$ cat src/rtl/uart_arb_pkg.sv
// rtl/uart_arb_pkg.sv - shared state encoding, ID-width helper and header tag default for uart_tx_arbiter
package uart_arb_pkg;

  // IDLE -> (HDR when UART_ARB_HDR_EN) -> SEND -> IDLE
  typedef enum logic [1:0] {
    ST_IDLE = 2'd0,
    ST_HDR  = 2'd1,
    ST_SEND = 2'd2
  } arb_state_e;

  // Base value of the per-grant header byte; the grant index is OR-ed into the low bits
  localparam logic [7:0] DEF_HDR_TAG = 8'hA0;

  // Width of a requester index; never below one bit
  function automatic int id_width(input int n);
    return (n > 1) ? $clog2(n) : 1;
  endfunction

endpackage

$ cat src/rtl/rr_pick.sv
// rtl/rr_pick.sv - combinational round-robin picker: first set req bit after ptr, wrapping modulo N
module rr_pick
  import uart_arb_pkg::*;
#(
  parameter int N = 4,
  parameter int W = id_width(N)
) (
  input  logic [N-1:0] req,
  input  logic [W-1:0] ptr,
  output logic         found,
  output logic [W-1:0] idx
);

  // Search ptr+1, ptr+2, ... ptr+N; ptr itself is checked last so the previous owner yields
  always_comb begin
    int cand;
    logic [W-1:0] cw;
    found = 1'b0;
    idx   = '0;
    cand  = 0;
    cw    = '0;
    for (int k = 1; k <= N; k++) begin
      cand = (int'(ptr) + k) % N;
      cw   = W'(cand);
      if (!found && req[cw]) begin
        found = 1'b1;
        idx   = cw;
      end
    end
  end

endmodule

$ cat src/rtl/uart_tx_arbiter.sv
// rtl/uart_tx_arbiter.sv - packet-atomic round-robin sharing of the UART TX FIFO write port (UART_ARB_HDR_EN adds a header byte per grant)
module uart_tx_arbiter
  import uart_arb_pkg::*;
#(
  parameter int              N_REQ     = 4,
  parameter int              DBIT      = 8,
  parameter int              MAX_BURST = 16,
  parameter logic [DBIT-1:0] HDR_TAG   = DBIT'(DEF_HDR_TAG),
  localparam int             GW        = id_width(N_REQ)
) (
  input  logic                    clk,
  input  logic                    reset_n,
  input  logic [N_REQ-1:0]        req_valid,
  input  logic [N_REQ*DBIT-1:0]   req_data,
  input  logic [N_REQ-1:0]        req_last,
  output logic [N_REQ-1:0]        req_ready,
  output logic [DBIT-1:0]         w_data,
  output logic                    wr_uart,
  input  logic                    tx_full,
  output logic [GW-1:0]           grant_id,
  output logic                    busy
);

  localparam logic [7:0] BURST_MAX = 8'(MAX_BURST);

  arb_state_e     state_q, state_d;
  logic [GW-1:0]  grant_q, grant_d;
  logic [GW-1:0]  ptr_q, ptr_d;
  logic [7:0]     cnt_q, cnt_d;

  logic           pick_found;
  logic [GW-1:0]  pick_idx;

  logic           g_valid;
  logic           g_last;
  logic [DBIT-1:0] g_data;

  rr_pick #(
    .N (N_REQ),
    .W (GW)
  ) u_pick (
    .req   (req_valid),
    .ptr   (ptr_q),
    .found (pick_found),
    .idx   (pick_idx)
  );

  // Select the granted requester's lane (valid, last, data)
  always_comb begin
    g_valid = 1'b0;
    g_last  = 1'b0;
    g_data  = '0;
    for (int i = 0; i < N_REQ; i++) begin
      if (grant_q == GW'(i)) begin
        g_valid = req_valid[i];
        g_last  = req_last[i];
        g_data  = req_data[i*DBIT +: DBIT];
      end
    end
  end

  // Arbitration state, grant owner, burst count and round-robin pointer
  always_ff @(posedge clk or negedge reset_n) begin
    if (!reset_n) begin
      state_q <= ST_IDLE;
      grant_q <= '0;
      ptr_q   <= GW'(N_REQ - 1);
      cnt_q   <= '0;
    end else begin
      state_q <= state_d;
      grant_q <= grant_d;
      ptr_q   <= ptr_d;
      cnt_q   <= cnt_d;
    end
  end

  // Next state plus the same-cycle FIFO write path; the owner is released on last or a full burst
  always_comb begin
    state_d   = state_q;
    grant_d   = grant_q;
    ptr_d     = ptr_q;
    cnt_d     = cnt_q;
    req_ready = '0;
    wr_uart   = 1'b0;
    w_data    = '0;
    case (state_q)
      ST_IDLE: begin
        if (pick_found) begin
          grant_d = pick_idx;
          cnt_d   = '0;
`ifdef UART_ARB_HDR_EN
          state_d = ST_HDR;
`else
          state_d = ST_SEND;
`endif
        end
      end
      ST_HDR: begin
        wr_uart = !tx_full;
        w_data  = HDR_TAG | DBIT'(grant_q);
        if (!tx_full) state_d = ST_SEND;
      end
      ST_SEND: begin
        for (int i = 0; i < N_REQ; i++) begin
          req_ready[i] = (grant_q == GW'(i)) && !tx_full;
        end
        if (g_valid && !tx_full) begin
          wr_uart = 1'b1;
          w_data  = g_data;
          cnt_d   = cnt_q + 8'd1;
          if (g_last || (cnt_d == BURST_MAX)) begin
            ptr_d   = grant_q;
            state_d = ST_IDLE;
          end
        end
      end
      default: state_d = ST_IDLE;
    endcase
  end

  assign grant_id = grant_q;
  assign busy     = (state_q != ST_IDLE);

endmodule
$ cat config.mk
export PLATFORM = sky130hd
export DESIGN_NAME = uart_tx_arbiter
export DESIGN_NICKNAME = d
export VERILOG_FILES = /design/src/rtl/uart_arb_pkg.sv /design/src/rtl/rr_pick.sv /design/src/rtl/uart_tx_arbiter.sv
export SDC_FILE = /design/constraint.sdc
export NUM_CORES = 1
export LEC_CHECK = 0
export ABC_AREA = 1
export BUFFER_PORTS_ARGS = -buffer_cell sky130_fd_sc_hd__buf_4
export CORE_ASPECT_RATIO = 1.1
export CORE_UTILIZATION = 50
export DETAILED_ROUTE_END_ITERATION = 10
export GPL_TIMING_DRIVEN = 1
export PLACE_DENSITY = 0.94
export SLEW_MARGIN = 0
export SYNTH_ARGS = -nofsm -noshare
export SYNTH_HDL_FRONTEND = slang
export SYNTH_HIERARCHICAL = 1
export SYNTH_SLANG_ARGS = --single-unit
$ cat constraint.sdc
create_clock -name clk -period 4.6 [get_ports clk]
set_input_delay 0.23 -clock clk [delete_from_list [all_inputs] [get_ports clk]]
set_output_delay 0.23 -clock clk [all_outputs]
set_load 0.02 [all_outputs]
==> summary.md <==
| Metric | Value |
|---|---|
| Final setup TNS | 0 ps |
| Largest net degree at the start of global routing | 18 |
| Total Power | 0.00104 W |
| Syn Inst Count | 219 |
| CP Capture Type | primary output |
| Total GRT Usage | 26.8% |
| Starting Density | 53.8% |
| Max Slew Vio Count | 0 |
| Number of global-route vias before repair | 1512 |
| Worst EP required | 4370 ps |
| Routed wire per std cell | 12.3 um |
| Global route overflow | 0 |
| Iter 0 DRT Violations | 46 |
| Setup Crit Path Kind | flop to primary output |
| Library cells used by synthesis | 27 |
| Slew @ Worst Pin | 418 ps |
| Layout area overhead | 33.2% |
| Peak Freq | 0.406 GHz |
| CTS Buf Count | 3 |
| Cell seen most often among critical-path stages | nand2_2 |
| Max-cap violations | 0 |
| Syn_nets | 263 |
| CP Max Fanout | 17 |
| HP Class | input port to asynchronous set/reset pin |
| Startpoint types | flop |
| Final Setup Violations | 0 |
| Synthesized flop and latch total | 13 |
| Drt drc | 0 |
| Via count | 1606 |
| Drt total wl | 3.77 mm |
| Sink Count | 13 |
| CP max stage cell | dfrtp_1 |
| CTS tree | done |
| Die area | 0.00297 sq mm |
| Worst path max stage delay | 600 ps |
| CTS H-tree lvls | 1 |
| Clk pin slew, worst setup/hold paths | 80 ps |
| Final Hold Fails | 0 |
| Antenna Cells | 0 |
| Cell breakdown of the critical path | inv_1 > nand2_2 > o22ai_1 > nor2_1 > nand2_2 > nand2_4 > o21ai_0 > a21oi_1 > buf_4 |
| Status | complete, no violations |
| Remaining antenna violation count | 0 |
| Synth area leaders | dfrtp_1, nand2_1, nand3_1, o21ai_0, nand2_4 |
| Crit-path leading delay family | flip-flops |
| Layout cells sized above 1 | 35.1% |
| Post-CTS setup buffer count | 0 |
| Max-Slew Margin vs Limit | 72.1% |
| Power Dens Cells | 568 mW/mm^2 |
| EDFF count, synth | 0 |
| Clk Latency, worst-skew pair | 270 ps |
| Cell Area, Synth | 0.00138 sq mm |
| GPL Wtd Cong | 0.861 |
| Maximum vdd drop | 0.398 mV |
| Leakage | 0.969 nW |
| Top cell type's share of synthesized area | 19.9% |
| Asr flop ratio synth | 100% |
| Most common cell in the netlist | nand2_1 |
| Met1 Usage GRT | 31.6% |
| CP Data Arrival Time | 2230 ps |
| M3 GR Usage | 1.60% |
| Total I/O pin count | 59 |
| Core Box Area | 0.00257 sq mm |
| Root buffer cell | clkbuf_4 |
| Met2 usage | 50.7% |
| Sequential-to-total area share from yosys stat | 23.8% |
| Buffer depth of the longest clock path | 2 |
| Synth top cells by count | nand2_1, nand3_1, nor2_1 |
| Critical path buffers and inverters | 2 |
| YS warnings | 6 |
| Largest area contributor in the netlist | dfrtp_1 |
| First-pass GRT wire length | 6.22 mm |
| Final min period | 2460 ps |
| # port buffers | 58 |
| Most used routing layer | met2 |
| DR pass1 iterations | 4 |
| Worst-case clock skew | 7.92 ps |
| Dpl hpwl | 2.97 mm |
| Mean Syn Cell Area | 6.30 sq um |
| Initial antenna violation count | 0 |
| Top_reg_cell synth | dfrtp_1 |
| Die Y | 57.1 um |
| Row count | 19 |
| RSZ-0062 raised after global routing | no |
| DR vias/cell | 5.23 |
| Final #Nets | 321 |
| Tcrit/Tclk final | 53.5% |
| Die X | 52.1 um |
-- layout by cell type (no fill, tap or decap), types with 2 or more instances in the layout --
cell type	instances
nand3b_1	2
clkbuf_4	3
nand3_1	20
dfstp_2	2
nand2_4	8
nor2_1	19
inv_1	12
nand2_2	14
nor2_4	3
o22ai_1	3
dfrtp_1	11
a21oi_1	10
o21ai_1	2
nand4_1	6
buf_4	58
o21ai_0	18
nand2_1	70
inv_2	4
-- sequential cells by signal, indices dropped and copies added, names as in the netlist --
signal and count:
state_q 1, cnt_q 8, ptr_q 2, grant_id 2
-- power breakdown --
part / internal (W) / switching (W) / total (W)
sequential: 0.000154 / 0.0000753 / 0.000229
combinational: 0.000277 / 0.000470 / 0.000747
clock: 0.0000336 / 0.0000351 / 0.0000687
total: 0.000464 / 0.000580 / 0.00104
-- cell families after synthesis --
kind of cell | after synthesis | synth area share [%]
AND/OR/NAND/NOR | 145 | 52.1
AO/OA/AOI/OAI | 36 | 14.0
buffers and inverters | 24 | 9.25
flip-flops | 13 | 23.8
adder cells (fa/ha/maj) | 1 | 0.906
-- worst reg2reg max path, stage by stage, from the launching register on --
cell	delay, ps
dfstp_2	680
inv_6	80
nand2_2	70
nand2_1	80
nand2_1	110
nand2_2	70
nor2_4	130
nand4_1	130
nand2_1	90
inv_1	90
nor2_4	220
nand2_1	70
nand2_1	60
-- metal layers --
| metal | wire length [um] | share of wire [%] | vias to the layer above |
|---|---|---|---|
| li1 | - | - | 833 |
| met2 | 2000 | 53 | 59 |
| met3 | 175 | 4.6 | 6 |
| met5 | 0 | 0 | - |
| met1 | 1560 | 41 | 708 |
| met4 | 36 | 0.96 | 0 |
-- timing repair --
item,CTS,global route
endpoints found under the setup margin,0,0
hold endpoints to repair,11,0
gates resized for setup,0,0
hold buffers,1,0
-- worst paths after layout --
path                              from         end  slack (ps)  depth (start not counted)
max                        grant_id[1]   w_data[0]        2140                          9
min                            reset_n    cnt_q[4]         320                          2
max reg2reg                   ptr_q[0]    cnt_q[5]        2650                         12
min reg2reg                   cnt_q[7]    cnt_q[7]         500                          2
max in group asynchronous      reset_n    ptr_q[0]        4040                          2
min in group clk           req_last[3]  state_q[1]         330                          4
-- per-stage QoR --
stage	setup WS, ps	hold WS [ps]	utilization, %	area [sq um]	instances
after floorplan	2800	-65.6	-	1380	219
after global placement	2530	79.9	70.2	1800	302
after detailed placement	2460	81.2	70.2	1800	302
after CTS	2160	324	71.6	1840	307
after global routing	1910	337	71.6	1840	307
final	2140	320	71.6	1840	307
-- area by class of cell --
class,count,area (sq um)
Multi-Input combinational cell,182,925
Sequential cell,13,328
Tap cell,31,38.8
Fill cell,230,729
Timing Repair Buffer,59,445
Clock buffer,4,26.3
Inverter,18,75.1
Note: power is estimated with default switching activity, not from simulation.
